<file path="src/rtl/jstk_poll_sched.sv">
// jstk_poll_sched: shares one 40-bit SPI master between two joysticks.
// Each poll tick runs START, WAIT, LATCH (or timeout), then GAP, and players alternate.
module jstk_poll_sched #(
    parameter int POLL_DIV = 500000,
    parameter int TIMEOUT  = 4096,
    parameter int GAP      = 750
) (
    input  logic        clk50M,
    input  logic        rst_n,
    input  logic        enable,
    input  logic [1:0]  led0,
    input  logic [1:0]  led1,
    output logic        spi_start,
    output logic [39:0] spi_tx,
    output logic        cs_sel,
    input  logic        spi_done,
    input  logic [39:0] spi_rx,
    output logic [9:0]  x0,
    output logic [9:0]  y0,
    output logic [9:0]  x1,
    output logic [9:0]  y1,
    output logic [2:0]  btn0,
    output logic [2:0]  btn1,
    output logic        valid0,
    output logic        valid1,
    output logic        err0,
    output logic        err1
);

    localparam int DW = $clog2(POLL_DIV);
    localparam int TW = $clog2(TIMEOUT);
    localparam int GW = $clog2(GAP + 1);

    localparam logic [DW-1:0] DIV_LAST = DW'(POLL_DIV - 1);
    localparam logic [TW-1:0] TMO_LAST = TW'(TIMEOUT - 1);
    localparam logic [GW-1:0] GAP_LAST = GW'(GAP - 1);

    typedef enum logic [2:0] {
        S_IDLE,
        S_START,
        S_WAIT,
        S_LATCH,
        S_GAP
    } state_t;

    state_t        r_state;
    state_t        w_next;

    logic [DW-1:0] r_div;
    logic          r_pending;
    logic [TW-1:0] r_tmo;
    logic [GW-1:0] r_gap;

    logic          r_cs;
    logic [39:0]   r_tx;
    logic [39:0]   r_rx;

    logic [9:0]    r_x0;
    logic [9:0]    r_y0;
    logic [9:0]    r_x1;
    logic [9:0]    r_y1;
    logic [2:0]    r_btn0;
    logic [2:0]    r_btn1;
    logic          r_valid0;
    logic          r_valid1;
    logic          r_err0;
    logic          r_err1;

    logic          w_tick;
    logic          w_leave_idle;
    logic          w_timeout;
    logic          w_gap_end;
    logic          w_capture;
    logic [1:0]    w_led;
    logic [9:0]    w_x;
    logic [9:0]    w_y;
    logic [2:0]    w_btn;
    logic          w_unused;

    assign w_tick    = (r_div == DIV_LAST);
    assign w_capture = (r_state == S_WAIT) && spi_done;
    assign w_led     = r_cs ? led1 : led0;

    assign w_x   = {r_rx[25:24], r_rx[39:32]};
    assign w_y   = {r_rx[9:8], r_rx[23:16]};
    assign w_btn = r_rx[2:0];

    // Padding bits of the joystick reply carry nothing we use.
    assign w_unused = ^{r_rx[31:26], r_rx[15:10], r_rx[7:3]};

    always_comb begin
        w_next       = r_state;
        w_leave_idle = 1'b0;
        w_timeout    = 1'b0;
        w_gap_end    = 1'b0;
        case (r_state)
            S_IDLE: begin
                if (r_pending && enable) begin
                    w_next       = S_START;
                    w_leave_idle = 1'b1;
                end
            end
            S_START: begin
                w_next = S_WAIT;
            end
            S_WAIT: begin
                // A done landing on the last allowed cycle still counts.
                if (spi_done) begin
                    w_next = S_LATCH;
                end else if (r_tmo == TMO_LAST) begin
                    w_next    = S_GAP;
                    w_timeout = 1'b1;
                end
            end
            S_LATCH: begin
                w_next = S_GAP;
            end
            S_GAP: begin
                if (r_gap == GAP_LAST) begin
                    w_next    = S_IDLE;
                    w_gap_end = 1'b1;
                end
            end
            default: begin
                w_next = S_IDLE;
            end
        endcase
    end

    always_ff @(posedge clk50M or negedge rst_n) begin
        if (!rst_n) begin
            r_state <= S_IDLE;
        end else begin
            r_state <= w_next;
        end
    end

    always_ff @(posedge clk50M or negedge rst_n) begin
        if (!rst_n) begin
            r_div     <= '0;
            r_pending <= 1'b0;
        end else begin
            r_div <= w_tick ? '0 : r_div + 1'b1;
            if (w_leave_idle) begin
                r_pending <= 1'b0;
            end else if (w_tick) begin
                r_pending <= 1'b1;
            end
        end
    end

    // Counts from the START cycle, so WAIT lasts TIMEOUT-1 cycles at most.
    always_ff @(posedge clk50M or negedge rst_n) begin
        if (!rst_n) begin
            r_tmo <= '0;
            r_gap <= '0;
        end else begin
            r_tmo <= (w_next == S_WAIT) ? r_tmo + 1'b1 : '0;
            if ((r_state == S_GAP) && !w_gap_end) begin
                r_gap <= r_gap + 1'b1;
            end else begin
                r_gap <= '0;
            end
        end
    end

    always_ff @(posedge clk50M or negedge rst_n) begin
        if (!rst_n) begin
            r_cs <= 1'b0;
            r_tx <= '0;
            r_rx <= '0;
        end else begin
            if (w_leave_idle) begin
                r_tx <= {6'b100000, w_led, 32'h0};
            end
            if (w_gap_end) begin
                r_cs <= ~r_cs;
            end
            if (w_capture) begin
                r_rx <= spi_rx;
            end
        end
    end

    always_ff @(posedge clk50M or negedge rst_n) begin
        if (!rst_n) begin
            r_x0     <= '0;
            r_y0     <= '0;
            r_x1     <= '0;
            r_y1     <= '0;
            r_btn0   <= '0;
            r_btn1   <= '0;
            r_valid0 <= 1'b0;
            r_valid1 <= 1'b0;
        end else begin
            r_valid0 <= (r_state == S_LATCH) && !r_cs;
            r_valid1 <= (r_state == S_LATCH) && r_cs;
            if (r_state == S_LATCH) begin
                if (r_cs) begin
                    r_x1   <= w_x;
                    r_y1   <= w_y;
                    r_btn1 <= w_btn;
                end else begin
                    r_x0   <= w_x;
                    r_y0   <= w_y;
                    r_btn0 <= w_btn;
                end
            end
        end
    end

    always_ff @(posedge clk50M or negedge rst_n) begin
        if (!rst_n) begin
            r_err0 <= 1'b0;
            r_err1 <= 1'b0;
        end else if (w_timeout) begin
            if (r_cs) begin
                r_err1 <= 1'b1;
            end else begin
                r_err0 <= 1'b1;
            end
        end
    end

    assign spi_start = (r_state == S_START);
    assign spi_tx    = r_tx;
    assign cs_sel    = r_cs;
    assign x0        = r_x0;
    assign y0        = r_y0;
    assign x1        = r_x1;
    assign y1        = r_y1;
    assign btn0      = r_btn0;
    assign btn1      = r_btn1;
    assign valid0    = r_valid0;
    assign valid1    = r_valid1;
    assign err0      = r_err0;
    assign err1      = r_err1;

endmodule

</file>
<file path="config.mk">
export PLATFORM = sky130hd
export DESIGN_NAME = jstk_poll_sched
export DESIGN_NICKNAME = d
export VERILOG_FILES = /design/src/rtl/jstk_poll_sched.sv
export SDC_FILE = /design/constraint.sdc
export NUM_CORES = 1
export LEC_CHECK = 0
export CELL_PAD_IN_SITES_DETAIL_PLACEMENT = 1
export CELL_PAD_IN_SITES_GLOBAL_PLACEMENT = 1
export CORE_MARGIN = 5
export CORE_UTILIZATION = 38
export CTS_CLUSTER_SIZE = 40
export DETAILED_ROUTE_END_ITERATION = 6
export GPL_ROUTABILITY_DRIVEN = 0
export MAX_ROUTING_LAYER = met4
export PLACE_DENSITY_LB_ADDON = 0.1
export SYNTH_ARGS = -nofsm -noshare
export SYNTH_HDL_FRONTEND = slang
export SYNTH_SLANG_ARGS = --single-unit
export TNS_END_PERCENT = 20
</file>
<file path="constraint.sdc">
create_clock -name clk50M -period 2.6 [get_ports clk50M]
set_input_delay 0.52 -clock clk50M [delete_from_list [all_inputs] [get_ports clk50M]]
set_output_delay 0.52 -clock clk50M [all_outputs]
set_load 0.02 [all_outputs]
</file>
==> results.json, run 1 <==
{
  "status": "completed",
  "slowest_stage": "clkdlybuf4s50_1",
  "drt-total-wl_um": 11200,
  "syn_area_per_cell_um2": 12.4,
  "cp_slowest_stage_delay_ns": 0.62,
  "worst_ep_arrival_time_ns": 1.83,
  "port-buffer-count": 85,
  "dp_hpwl_um": 7740,
  "grt_pass1_vias": 3607,
  "crit_buf_inv": 1,
  "ir_drop_mv": 0.408,
  "coreArea_um2": 13800,
  "synthCells": 428,
  "pin_count": 140,
  "ff2ff_path_depth": 5,
  "vias_per_cell": 4.71,
  "firstDrtPassIters": 4,
  "die_x_um": 128,
  "p_total_mw": 4.29,
  "path_depth": 3,
  "fin_nets": 576,
  "synth_edf_count": 0,
  "synth_cell_type_count": 38,
  "drive_gt1_share_pct": 22.0,
  "hold-worst-slack_ns": 0.0672,
  "grt_max_degree": 47,
  "synthArstFlopShare_pct": 100,
  "ys_seq_area_share_pct": 57.5,
  "use_met2_pct": 21.3,
  "synth-seq-cells": 122,
  "met1_usage_pct": 19.5,
  "grt_remaining_overflow": 0,
  "hold_class": "in2async",
  "worst_pin_slew_ns": 0.525,
  "power_density_nw_per_um2": 627,
  "dieArea_um2": 16400,
  "htree_levels": 4,
  "path_class": "reg2out",
  "end_kind": "primary output",
  "gr-usage-all-layers_pct": 14.9,
  "drc": 0,
  "timing.final.ws_setup_ns": 0.245,
  "cp.required_ns": 2.08,
  "first_iter_violations": 150,
  "fin_crit_sh_pct": 90.6,
  "fp.dieH_um": 128,
  "cts_setup_buffers": 0,
  "yosys.area.top_type": "dfrtp_1",
  "skew_ns": 0.00658,
  "antenna_found_initial": 0,
  "synth_warnings": 0,
  "fin_tns_setup_ns": 0,
  "regToRegSetupSlack_ns": 0.45,
  "start_util_pct": 38.5,
  "rsz0062_at_grt": "no",
  "syn2layout_area_growth_pct": 28.9,
  "dp_slack_ns": 0.249,
  "crit_fanout": 10,
  "setup_viol": 0,
  "final_antenna_net_count": 0,
  "synth_area_leaders": "dfrtp_1 (58%), mux2_2 (15%), buf_4 (5.2%)",
  "power.leakage_nw": 3.17,
  "antenna_cells": 0,
  "worstSkewPairLatency_ns": 0.41,
  "cap_violations": 0,
  "cts_root_buf": "clkbuf_16",
  "wl_per_cell_um": 15.6,
  "clock-sinks": 122,
  "cts-hold-fix-buffers": 0,
  "grt-busiest-layer": "met2",
  "cts_resized": 0,
  "synth_top_area_share_pct": 57.5,
  "crit_family": "buffers and inverters",
  "route.vias.total": 3375,
  "ctsLongestPathBuffers": 2,
  "slew_headroom_pct": 65.0,
  "post-route-min-period_ns": 2.35,
  "startpoint_type": "register",
  "slew_viol_final": 0,
  "fmax_mhz": 425,
  "met3_usage_pct": 4.08,
  "cts-buffers-inserted": 17,
  "syn_area_um2": 5310,
  "clkSlewWorstSetupHoldPaths_ns": 0.05,
  "grt_pass1_wl_um": 18500,
  "tritoncts": "yes",
  "num_rows": 43,
  "crit_chain": "nand2b_1 > nor2_1 > clkdlybuf4s50_1",
  "hold_viol_final": 0,
  "synthFlopType": "dfrtp_1",
  "post-route-util_pct": 49.7
}
==> final timing paths <==
| kind | to | startpoint |
|---|---|---|
| max in group asynchronous | r_rx[16] | rst_n |
| setup reg to reg | r_tmo[6] | r_tmo[0] |
| hold reg to reg | spi_tx[39] | spi_tx[39] |
| setup / recovery | spi_start | r_state[1] |
| min in group clk50M | spi_tx[39] | spi_tx[39] |
| hold / removal | y1[3] | rst_n |
==> worst reg2reg max path, cell delays in order, from the launching register on <==
cell,delay (ns)
dfrtp_1,0.41
ha_1,0.21
nand3_1,0.21
or4_4,0.63
o21ai_2,0.45
nor2_1,0.10
==> metrics by stage <==
stage	cell area (um2)	cells
2_1_floorplan	5440	464
3_3_place_gp	6270	685
3_5_place_dp	6270	685
4_1_cts	6840	717
5_1_grt	6840	717
6_report	6840	717
==> flip-flops by register name, indices dropped and copies added (netlist names), 3 cells and up <==
name / flops
r_rx: 23
r_div: 19
r_tmo: 12
r_gap: 10
x0: 10
x1: 10
y0: 10
y1: 10
btn0: 3
btn1: 3
r_state: 3
spi_tx: 3
==> cell usage after synthesis, types with 2 or more instances <==
| cell type | n |
|---|---|
| dfrtp_1 | 122 |
| mux2_2 | 69 |
| nor2_1 | 45 |
| buf_4 | 37 |
| xnor2_1 | 18 |
| xor2_1 | 16 |
| nand2_1 | 14 |
| nand3_1 | 14 |
| nand4_1 | 13 |
| buf_2 | 9 |
| nor3_1 | 8 |
| inv_1 | 7 |
| a21oi_1 | 6 |
| and3_1 | 5 |
| and4_1 | 4 |
| clkbuf_1 | 4 |
| ha_1 | 4 |
| nor4_1 | 4 |
| mux2i_1 | 3 |
| nand2b_1 | 3 |
| nor2b_1 | 3 |
| a21o_1 | 2 |
| and2_1 | 2 |
| or2_2 | 2 |
==> routing by layer <==
layer / share of wire [%] / vias up
met5: 0 / -
met4: 1.8 / 0
met3: 5.4 / 18
met2: 46 / 80
met1: 47 / 1694
li1: - / 1583
==> logic make-up after synthesis <==
group / after synthesis / synth area share (%)
compound gates: 12 / 1.53
xor+xnor: 34 / 5.61
fa+ha+maj: 4 / 0.943
buf+inv: 59 / 7.16
flops: 122 / 57.5
mux: 72 / 15.2
other cells: 1 / 0.0706
simple gates: 124 / 12.0
==> area by class of cell <==
cell class | instances | area (um2)
Timing Repair Buffer | 93 | 946
Tap cell | 180 | 225
Inverter | 7 | 26.3
Clock buffer | 22 | 484
Sequential cell | 122 | 3050
Fill cell | 1449 | 6930
Multi-Input combinational cell | 283 | 2020
Clock inverter | 10 | 92.6
==> placed cells by master (no fill, tap or decap), types with 4 or more instances in the layout <==
master	instances
inv_1	7
conb_1	37
a21oi_1	6
clkdlybuf4s50_1	84
and4_1	4
buf_4	6
xnor2_1	18
and3_1	5
clkbuf_8	4
clkbuf_16	17
nand4_1	13
nor3_1	8
nand3_1	14
clkinvlp_4	4
mux2_2	69
dfrtp_1	122
nor4_1	4
ha_1	4
nor2_1	45
xor2_1	16
nand2_1	14
==> report_power, final <==
part / switching [mW] / internal [mW]
clock network: 0.838 / 1.41
registers: 0 / 1.90
logic: 0.0931 / 0.0459
Note: power is estimated with default switching activity, not from simulation.
==> run 2: changes to the inputs <==
--- a/config.mk
+++ b/config.mk
@@ -8,11 +8,10 @@
 export CELL_PAD_IN_SITES_DETAIL_PLACEMENT = 1
 export CELL_PAD_IN_SITES_GLOBAL_PLACEMENT = 1
 export CORE_MARGIN = 5
-export CORE_UTILIZATION = 38
+export CORE_UTILIZATION = 35
 export CTS_CLUSTER_SIZE = 40
 export DETAILED_ROUTE_END_ITERATION = 6
 export GPL_ROUTABILITY_DRIVEN = 0
-export MAX_ROUTING_LAYER = met4
 export PLACE_DENSITY_LB_ADDON = 0.1
 export SYNTH_ARGS = -nofsm -noshare
 export SYNTH_HDL_FRONTEND = slang
==> run 2 against run 1 <==
Cell count grew 1.3%. Combinational power is essentially flat. Sequential power is essentially flat.
==> results.json, run 2 (synthesized netlist as in run 1, its figures left out) <==
{
  "pwr-share-clk_pct": 55.4,
  "htree_levels": 4,
  "cts_resized": 0,
  "cts_setup_buffers": 0,
  "startpoint_type": "register",
  "start_util_pct": 35.3,
  "clkSlewWorstSetupHoldPaths_ns": 0.05,
  "drc": 0,
  "cts_root_buf": "clkbuf_16",
  "dp_hpwl_um": 8010,
  "fin_nets": 577,
  "dp_slack_ns": 0.237,
  "fmax_mhz": 419,
  "fin_area_um2": 6920,
  "ctsLongestPathBuffers": 2,
  "syn2layout_area_growth_pct": 30.4,
  "power_frac_comb_pct": 3.1,
  "drt-total-wl_um": 11600,
  "crit_chain": "nand2b_1 > nor2_1 > clkdlybuf4s50_1",
  "port-buffer-count": 85,
  "p_int_mw": 3.65,
  "grt_max_degree": 52,
  "power_switching_uw": 932,
  "grt_pass1_wl_um": 19300,
  "slew_viol_final": 0,
  "timing.final.ws_setup_ns": 0.214,
  "hold_viol_final": 0,
  "setup_viol": 0,
  "crit_fanout": 10,
  "drive_gt1_share_pct": 22.1,
  "top_register": "r_rx",
  "final_common_cell": "dfrtp_1",
  "slew_headroom_pct": 64.6,
  "tritoncts": "yes",
  "antenna_cells": 0,
  "reg_top3": "r_rx: 23 flops, r_div: 19 flops, r_tmo: 12 flops",
  "hold_class": "reg2reg",
  "dp_cells": 693,
  "first_iter_violations": 70,
  "num_rows": 45,
  "coreArea_um2": 15000,
  "power_density_nw_per_um2": 661,
  "ir_drop_mv": 0.441,
  "firstDrtPassIters": 4,
  "worst_pin_slew_ns": 0.531,
  "vias_per_cell": 4.69,
  "end_kind": "primary output",
  "clock-sinks": 122,
  "fin_crit_sh_pct": 91.8,
  "final_antenna_net_count": 0,
  "hold-worst-slack_ns": 0.456,
  "rsz0062_at_grt": "no",
  "seq_area_um2": 3050,
  "grt_pass1_vias": 3685,
  "cp_slowest_stage_delay_ns": 0.63,
  "gr-usage-all-layers_pct": 13.9,
  "path_class": "reg2out",
  "antenna_found_initial": 0,
  "fp.dieH_um": 133,
  "pin_count": 140,
  "die_x_um": 133,
  "final_cells": 726,
  "wl_per_cell_um": 15.9,
  "worstSkewPairLatency_ns": 0.41,
  "cts-buffers-inserted": 17,
  "place_area_um2": 6260,
  "sequentialPowerShare_pct": 41.5,
  "cts-hold-fix-buffers": 1,
  "switching_share_pct": 20.4,
  "num-fill-cells": 1578,
  "grt_remaining_overflow": 0,
  "route.vias.total": 3404,
  "power.leakage_nw": 3.20,
  "regToRegSetupSlack_ns": 0.44,
  "cp.required_ns": 2.08,
  "cap_violations": 0,
  "largest_reg_flops": 23,
  "skew_ns": 0.00427,
  "slowest_stage": "clkdlybuf4s50_1",
  "most-common-layout-cells": "dfrtp_1 (122), clkdlybuf4s50_1 (84), mux2_2 (69), nor2_1 (45), conb_1 (37)",
  "dieArea_um2": 17700,
  "status": "completed",
  "fin_tns_setup_ns": 0,
  "multi_input_area_um2": 2020,
  "post-route-min-period_ns": 2.39,
  "worst_ep_arrival_time_ns": 1.87
}
-- run 2: cell types whose count changed in the layout (fill, tap and decap cells not counted) --
cell | before | now
clkbuf_1 | 1 | 0
dlygate4sd3_1 | 0 | 1
bufinv_16 | 1 | 4
clkinv_4 | 2 | 1
buf_4 | 6 | 7
clkinvlp_4 | 4 | 3
buf_12 | 3 | 2
-- run 2: power groups by stage --
stage          Clock (mW)  Sequential [mW]  Combinational, mW
6_report             2.54             1.90              0.140
5_1_grt              2.69             1.90              0.156
2_1_floorplan           0             1.93             0.0904
3_3_place_gp            0             1.93              0.139
3_5_place_dp            0             1.93              0.140
4_1_cts              2.61             1.90              0.142
-- run 2: through the flow --
| stage | total power, mW | utilization (%) |
|---|---|---|
| after CTS | 4.66 | 46.0 |
| after floorplan | 2.02 | - |
| after global routing | 4.74 | 46.0 |
| after detailed placement | 2.07 | 41.7 |
| final | 4.58 | 46.0 |
| after global placement | 2.07 | 41.7 |
-- run 2: worst paths after layout --
check,from,end,cells after the start
hold reg to reg,err1,err1,1
max in group asynchronous,rst_n,r_div[4],3
min in group asynchronous,rst_n,y1[2],2
hold / removal,err1,err1,1
setup / recovery,r_state[1],spi_start,3
setup reg to reg,r_tmo[0],r_tmo[3],5
-- run 2: worst max-delay path: cells and delay by family, from the launching register on --
family / cells / cell delay [ns]
buffers and inverters: 1 / 0.63
DFF: 1 / 0.46
and+or+nand+nor: 2 / 0.36
-- run 2: layer usage --
| layer | vias to the layer above | global-route usage (%) | part of all wire, % |
|---|---|---|---|
| met1 | 1711 | 17.3 | 45 |
| met3 | 18 | 4.80 | 5.2 |
| met5 | - | 0 | 0 |
| met2 | 87 | 22.2 | 48 |
| met4 | 0 | 5.66 | 1.7 |
| li1 | 1588 | - | - |
-- run 2: area by class of cell --
class,instances,share of cell area [%]
multi-input cells,283,29.1
repair buffers,94,13.6
well taps,188,3.40
inverters,7,0.380
clock inverters,11,2.40
flip-flops and latches,122,44.1
clock buffers,21,6.94
